File: config.mk
export PLATFORM = sky130hd
export DESIGN_NAME = pc_fetch_unit_flat
export DESIGN_NICKNAME = d
export VERILOG_FILES = /design/src/rtl/pc_fetch_unit_if.sv /design/src/rtl/pc_fetch_unit.sv /design/src/flat_wrapper.sv
export SDC_FILE = /design/constraint.sdc
export NUM_CORES = 1
export LEC_CHECK = 0
export ABC_AREA = 1
export CORE_ASPECT_RATIO = 0.75
export CORE_MARGIN = 10
export CORE_UTILIZATION = 44
export CTS_CLUSTER_DIAMETER = 30
export DETAILED_ROUTE_END_ITERATION = 7
export PLACE_DENSITY_LB_ADDON = 0.15
export SYNTH_ARGS = -nofsm -noshare
export SYNTH_HDL_FRONTEND = slang
export SYNTH_SLANG_ARGS = --single-unit
File: constraint.sdc
create_clock -name Clk -period 2.5 [get_ports Clk]
set_input_delay 0.25 -clock Clk [delete_from_list [all_inputs] [get_ports Clk]]
set_output_delay 0.25 -clock Clk [all_outputs]
set_load 0.05 [all_outputs]
File: src/rtl/pc_fetch_unit_if.sv
// pc_fetch_unit_if: redirect/stall inputs and PC outputs of the fetch-stage PC sequencer
interface pc_fetch_unit_if;
  logic        PCSrc;
  logic [31:0] PCNew;
  logic        Stall;
  logic [31:0] PCOut;
  logic [31:0] PCPlus4;
  logic        Flush;
  logic        RedirectPending;
  logic        MisalignErr;
  modport master (
    output PCSrc, PCNew, Stall,
    input  PCOut, PCPlus4, Flush, RedirectPending, MisalignErr
  );
  modport slave (
    input  PCSrc, PCNew, Stall,
    output PCOut, PCPlus4, Flush, RedirectPending, MisalignErr
  );
endinterface

File: src/rtl/pc_fetch_unit.sv
// pc_fetch_unit: PC register and next-PC sequencer with stall-time redirect buffering
module pc_fetch_unit #(
  parameter logic [31:0] RESET_PC = 32'h00000000
) (
  input  logic           Clk,
  input  logic           Reset,
  pc_fetch_unit_if.slave bus
);
  typedef enum logic [1:0] {RUN, HOLD, HOLD_REDIR} state_t;
  state_t      r_state, w_next;
  logic [31:0] r_pc, r_pend, w_pc, w_pend, w_tgt;
  logic        r_flush, r_mis, w_flush, w_mis, w_load;
  always_comb begin
    w_next  = r_state;
    w_pend  = r_pend;
    w_pc    = r_pc;
    w_load  = 1'b0;
    w_tgt   = bus.PCSrc ? bus.PCNew : r_pend;
    if (bus.Stall) begin
      w_pend = bus.PCSrc ? bus.PCNew : r_pend;
      w_next = bus.PCSrc ? HOLD_REDIR : (r_state == RUN ? HOLD : r_state);
    end else begin
      w_next = RUN;
      w_load = bus.PCSrc || r_state == HOLD_REDIR;
      w_pc   = w_load ? {w_tgt[31:2], 2'b00} : r_pc + 32'd4;
    end
    w_flush = w_load;
    // alignment is judged only when a target actually lands in the PC
    w_mis   = r_mis | (w_load & |w_tgt[1:0]);
  end
  always_ff @(posedge Clk) begin
    if (!Reset) begin
      r_state <= RUN;
      r_pc    <= RESET_PC;
      r_pend  <= 32'd0;
      r_flush <= 1'b0;
      r_mis   <= 1'b0;
    end else begin
      r_state <= w_next;
      r_pc    <= w_pc;
      r_pend  <= w_pend;
      r_flush <= w_flush;
      r_mis   <= w_mis;
    end
  end
  assign bus.PCOut           = r_pc;
  assign bus.PCPlus4         = r_pc + 32'd4;
  assign bus.Flush           = r_flush;
  assign bus.RedirectPending = r_state == HOLD_REDIR;
  assign bus.MisalignErr     = r_mis;
endmodule

File: src/flat_wrapper.sv
// flat-port wrapper written by rule: the top's interface ports become plain ports
module pc_fetch_unit_flat 
#(
  parameter logic [31:0] RESET_PC = 32'h00000000
)
  (Clk, Reset, bus_PCSrc, bus_PCNew, bus_Stall, bus_PCOut, bus_PCPlus4, bus_Flush, bus_RedirectPending, bus_MisalignErr);
  pc_fetch_unit_if bus_i ();
  input  logic Clk;
  input  logic Reset;
  input wire logic [$bits(bus_i.PCSrc)-1:0] bus_PCSrc;
  input wire logic [$bits(bus_i.PCNew)-1:0] bus_PCNew;
  input wire logic [$bits(bus_i.Stall)-1:0] bus_Stall;
  output wire logic [$bits(bus_i.PCOut)-1:0] bus_PCOut;
  output wire logic [$bits(bus_i.PCPlus4)-1:0] bus_PCPlus4;
  output wire logic [$bits(bus_i.Flush)-1:0] bus_Flush;
  output wire logic [$bits(bus_i.RedirectPending)-1:0] bus_RedirectPending;
  output wire logic [$bits(bus_i.MisalignErr)-1:0] bus_MisalignErr;
  assign bus_i.PCSrc = bus_PCSrc;
  assign bus_i.PCNew = bus_PCNew;
  assign bus_i.Stall = bus_Stall;
  assign bus_PCOut = bus_i.PCOut;
  assign bus_PCPlus4 = bus_i.PCPlus4;
  assign bus_Flush = bus_i.Flush;
  assign bus_RedirectPending = bus_i.RedirectPending;
  assign bus_MisalignErr = bus_i.MisalignErr;
  pc_fetch_unit #(.RESET_PC(RESET_PC)) u_core (.Clk(Clk), .Reset(Reset), .bus(bus_i));
endmodule
==> flow_metrics.py, run 1 <==
metrics = {
    "synth": {
        "syn_inst": 539,
        "post_synth.cell_area_avg_sq_um": 6.788,
        "synth.most_common_cell": "nand2_1",
        "yosysWarnings": 0,
        "synth_cell_types": 30,
        "synth.top_cell.area_share_pct": 36.11,
        "synth_seq_cells": 66,
        "netlist_area_sq_mm": 0.003659,
        "synth-edff-count": 0,
        "synthTopCellsByArea": "dfxtp_1, nand2_1, inv_1",
        "synth.yosys.seq_area_share_pct": 36.11,
        "synth_largest_area_cell": "dfxtp_1",
        "synth_flop_cell": "dfxtp_1",
        "synth-async-reset-ratio_pct": 0,
        "synth.top_cells.by_count": "nand2_1, inv_1, dfxtp_1, o21ai_0, o22ai_1",
    },
    "timing": {
        "finClkSkew_ns": 0.007744,
        "setup_viol": 0,
        "slew_viol_final": 0,
        "hold_viol": 0,
        "rsz0062_at_grt": "no",
        "holdWs_ns": 0.4594,
        "worst_slew_pin_slew_ns": 0.5955,
        "max_freq_mhz": 430.1,
        "tns_ns": 0,
        "final.period_utilization_pct": 93.00,
        "slew_headroom_pct": 59.88,
        "period_needed_ns": 2.325,
    },
    "placement": {
        "dpl_cell_area_sq_mm": 0.004720,
        "hpwl_um": 8384,
        "dp_cells": 728,
        "gp_congestion": 0.9276,
        "portBuffers": 98,
    },
    "setup_path": {
        "slowest_stage": "clkdlybuf4s50_1",
        "arrival_ns": 2.07,
        "critPathMaxStageDelay_ns": 0.84,
        "crit_path_end_kind": "primary output",
        "cp.required_ns": 2.25,
        "path_cells": "nand2_1 > nor2_4 > xor2_1 > clkdlybuf4s50_1",
        "worstSetupStartpointType": "flop",
        "cp_max_fo": 5,
        "path_class": "reg2out",
    },
    "floorplan": {
        "die-area_sq_mm": 0.01240,
        "core.rowCount": 28,
        "initial_core_util_pct": 45.80,
        "die_y_um": 98.97,
        "pin_count": 103,
        "die_x_um": 125.3,
        "core_area_sq_mm": 0.007988,
    },
    "clocking": {
        "root_buffer": "clkbuf_8",
        "insertion_delay_ns": 0.34,
        "clk_pin_slew_ns": 0.08,
        "cts_buffer_depth": 2,
        "cts_tree": "built",
        "cts_made_buffers": 9,
        "holdBufCountCts": 0,
        "postCtsSetupBuffers": 0,
        "clkSinkCount": 66,
        "cts_max_level": 3,
    },
    "layout": {
        "fin_area_sq_mm": 0.004956,
        "n_antenna_cell": 0,
        "final_util_pct": 62.05,
        "final_cells": 744,
        "areaGrowthSynthToFinish_pct": 35.47,
        "drive_gt1_share_pct": 12.21,
        "nets": 671,
    },
    "global_route": {
        "grt_pass1_wl_um": 17660,
        "grt_pass1_vias": 3517,
        "antenna_found_initial": 0,
        "grtUsageTotal_pct": 17.24,
        "grt_max_degree": 35,
        "grt_overflow": 0,
    },
    "drt": {
        "wl_per_cell_um": 14.71,
        "drt.antenna.violating_nets": 0,
        "drt-initial-drc-count": 273,
        "viasPerCell": 4.938,
        "wirelength_um": 10950,
        "drc_errors": 0,
        "route.vias.total": 3674,
        "drtPass1Iterations": 5,
    },
    "power_and_ir_drop": {
        "leakage_nw": 2.195,
        "power_density_mw_per_mm2": 592.4,
        "ir_drop_uv": 278.8,
    },
    "outcome": {
        "status": "finished clean",
    },
    "job": {
        "maxCapViolations": 0,
    },
    "worst_hold_path": {
        "hold_path_class": "reg2reg",
    },
}
[report_power, final]
group,switching (W),internal [W],leakage (nW),total [W]
combinational,0.000464,0.000243,1.54,0.000707
sequential,0.0000563,0.00112,0.542,0.00118
clock,0.000436,0.000617,0.117,0.00105
total,0.000957,0.00198,2.19,0.00294
[flip-flops by register name, summed over array words and instances (netlist names)]
name,flops
u_core.bus.Flush,1
u_core.bus.MisalignErr,1
u_core.r_pend,32
u_core.bus.PCOut,30
u_core.r_state,2
[worst max-delay path, delay by kind of cell (launching register included)]
family | cells | cell delay, ns
flip-flops | 1 | 0.41
XOR/XNOR | 1 | 0.21
buffers and inverters | 1 | 0.84
AND/OR/NAND/NOR | 2 | 0.28
[cell families (layout without fill, tap and decap cells)]
group	Yosys count	count (layout)	synth area share [%]
AOI/OAI and AO/OA	100	100	16.07
and+or+nand+nor	242	242	29.86
buffers and inverters	114	211	12.69
adders and majority gates	1	1	0.3419
other	1	4	0.1025
DFF	66	66	36.11
xor gates and xnor gates	15	15	4.822
[cell type report]
class / count / area (sq um)
flip-flops and latches: 66 / 1321
multi-input cells: 362 / 1892
repair buffers: 108 / 1056
well taps: 105 / 131.4
clock inverters: 4 / 73.82
clock buffers: 12 / 155.1
fillers: 762 / 3032
inverters: 87 / 326.6
[routing by layer]
metal | part of all wire, % | routed length [um] | GRT usage [%]
met5 | 0 | 0 | 0
met4 | 0.95 | 104 | 4.152
met3 | 6.7 | 729 | 5.086
met2 | 45 | 4980 | 27.89
met1 | 47 | 5133 | 22.08
[through the flow]
step           power (W)  setup slack (ns)
2_1_floorplan   0.001646           0.05172
3_3_place_gp    0.001895            0.4480
3_5_place_dp    0.001906            0.3959
4_1_cts         0.002956           0.03627
5_1_grt         0.003046           0.02584
6_report        0.002936            0.1751
[cells in the final DEF (no fill, tap or decap), types with 5 or more instances in the layout]
| cell | count |
|---|---|
| o21ai_0 | 44 |
| inv_1 | 85 |
| clkdlybuf4s50_1 | 72 |
| nand2_1 | 155 |
| nand3_1 | 34 |
| o22ai_1 | 43 |
| dfxtp_1 | 66 |
| nor2_1 | 28 |
| clkbuf_8 | 11 |
| xor2_1 | 8 |
| nor2_4 | 10 |
| xor2_2 | 7 |
| buf_4 | 29 |
| and2_1 | 5 |
[worst paths after layout]
check                              start                      to  slack, ns  depth (start not counted)
setup / recovery     u_core.bus.PCOut[4]          bus_PCPlus4[5]       0.18                          4
setup reg to reg     u_core.bus.PCOut[3]    u_core.bus.PCOut[18]       0.89                          8
hold / removal    u_core.bus.MisalignErr  u_core.bus.MisalignErr       0.46                          2
hold reg to reg   u_core.bus.MisalignErr  u_core.bus.MisalignErr       0.46                          2
[timing repair]
| action | in CTS | in global routing |
|---|---|---|
| resized for setup | 0 | 3 |
| endpoints found under the hold margin | 0 | 0 |
| setup endpoints to repair | 0 | 3 |
Power figures use the tool's default switching activity.
==> run 2: changes to the inputs <==
Clock period 2.5 ns to 2.75 ns, I/O delays scaled along.
==> run 2 against run 1 <==
Die area unchanged. Global-route usage increased by 0.46 points. Critical path depth increased by 2. Clock-buffer cell count unchanged. Sequential power decreased by 9%. Worst setup slack got worse by 0.060 ns. Hold slack got worse by 0.0025 ns. Total power decreased by 14%. Core utilization decreased by 0.63 points. Sequential cell count unchanged.
==> flow_metrics.py, run 2 (synthesis gave the netlist of run 1 again) <==
metrics = {
    "setup_path": {
        "worstSetupStartpointType": "flop",
        "arrival_ns": 2.36,
        "critPathMaxStageDelay_ns": 0.85,
        "critPathMostFrequentCell": "nor2_4",
        "crit_path_end_kind": "primary output",
        "path_cells": "nand2_1 > nor2_4 > nand2_4 > nor2_4 > xor2_2 > clkdlybuf4s50_1",
        "cp.required_ns": 2.48,
        "path_class": "reg2out",
        "slowest_stage": "clkdlybuf4s50_1",
        "cp_max_fo": 5,
        "reg2reg_depth": 8,
    },
    "outcome": {
        "status": "finished clean",
    },
    "layout": {
        "layout_common_cells": "nand2_1, inv_1, clkdlybuf4s50_1, dfxtp_1, o21ai_0",
        "n_antenna_cell": 0,
        "nets": 670,
        "top_register": "u_core.r_pend",
        "regArea_sq_mm": 0.001321,
        "largest_register_ffs": 32,
        "areaGrowthSynthToFinish_pct": 34.10,
        "final_common_cell": "nand2_1",
        "fill_cells": 784,
        "multiInputGateArea_sq_mm": 0.001884,
        "drive_gt1_share_pct": 9.748,
    },
    "clocking": {
        "holdBufCountCts": 0,
        "cts_made_buffers": 9,
        "cts_max_level": 3,
        "clkSinkCount": 66,
        "postCtsSetupBuffers": 0,
        "cts_tree": "built",
        "clk_pin_slew_ns": 0.07,
        "insertion_delay_ns": 0.36,
        "cts_buffer_depth": 2,
        "root_buffer": "clkbuf_8",
    },
    "global_route": {
        "grt_overflow": 0,
        "antenna_found_initial": 0,
        "grt_pass1_vias": 3526,
        "grt_pass1_wl_um": 18040,
        "grtUsageTotal_pct": 17.70,
        "grt_max_degree": 36,
    },
    "timing": {
        "slew_viol_final": 0,
        "final.period_utilization_pct": 95.80,
        "setup_viol": 0,
        "fin_ws_ns": 0.1155,
        "finClkSkew_ns": 0.01057,
        "max_freq_mhz": 379.6,
        "rsz0062_at_grt": "no",
        "tns_ns": 0,
        "period_needed_ns": 2.635,
        "slew_headroom_pct": 59.34,
        "worst_slew_pin_slew_ns": 0.6035,
        "hold_viol": 0,
    },
    "floorplan": {
        "core_area_sq_mm": 0.007988,
        "core.rowCount": 28,
        "pin_count": 103,
        "die_x_um": 125.3,
        "die_y_um": 98.97,
        "die-area_sq_mm": 0.01240,
        "initial_core_util_pct": 45.80,
    },
    "drt": {
        "drt.antenna.violating_nets": 0,
        "viasPerCell": 4.907,
        "drt-initial-drc-count": 255,
        "wl_per_cell_um": 15.04,
        "drtPass1Iterations": 4,
        "drc_errors": 0,
        "wirelength_um": 11140,
        "route.vias.total": 3636,
    },
    "worst_hold_path": {
        "hold_path_class": "reg2reg",
        "whs_path_depth": 2,
    },
    "placement": {
        "portBuffers": 98,
        "hpwl_um": 8645,
        "gp_congestion": 0.9040,
        "pre_cts_ws_ns": 0.3581,
    },
    "job": {
        "maxCapViolations": 0,
    },
    "power_and_ir_drop": {
        "leakage_nw": 2.236,
        "power_density_mw_per_mm2": 516.7,
        "ir_drop_uv": 362.7,
    },
}
run 2: what timing repair did:
action / CTS / global route
gates resized for setup: 3 / 8
endpoints found under the setup margin: 3 / 8
pin swaps: 0 / 0
run 2: worst paths after layout:
kind	startpoint	end	slack (ns)
worst max-delay path	u_core.bus.PCOut[4]	bus_PCPlus4[11]	0.12
worst min-delay path	u_core.bus.MisalignErr	u_core.bus.MisalignErr	0.46
worst max register to register	u_core.bus.PCOut[3]	u_core.bus.PCOut[18]	1.15
worst min register to register	u_core.bus.MisalignErr	u_core.bus.MisalignErr	0.46
run 2: metal layers:
layer	routed length (um)	part of all wire, %	GRT usage [%]
met2	4991	45	27.44
met3	610	5.5	5.567
met1	5438	49	23.33
met4	103	0.92	4.417
met5	0	0	0
run 2: layout make-up:
type / count / area share [%]
sequential: 66 / 26.93
multi-input combinational: 362 / 38.41
clock buffer: 12 / 3.162
timing repair buffer: 107 / 21.40
tap: 105 / 2.678
clock inverter: 2 / 0.7651
inverter: 87 / 6.656
run 2: metrics by stage:
step                hold slack (ns)  power, W  util, %  instance area [sq um]  cells
floorplan                    0.4458  0.001496        -                   3670    542
global placement             0.4429  0.001720    58.80                   4697    727
detailed placement           0.4438  0.001728    58.80                   4697    727
CTS                          0.4599  0.002556    61.17                   4886    741
global route                 0.4981  0.002646    61.42                   4906    741
finish                       0.4569  0.002535    61.42                   4906    741
run 2: critical path: cells and delay by family (launching register included):
family	cells	cell delay, ns
XOR/XNOR	1	0.20
buffers and inverters	1	0.85
flip-flops	1	0.41
AND/OR/NAND/NOR	4	0.54
run 2: power breakdown:
part           switching (W)  internal [W]  leakage [nW]  total, W
Combinational       0.000422      0.000214          1.60  0.000636
Sequential         0.0000505       0.00102         0.542   0.00107
Clock               0.000372      0.000459        0.0946  0.000831
Total               0.000844       0.00169          2.24   0.00254
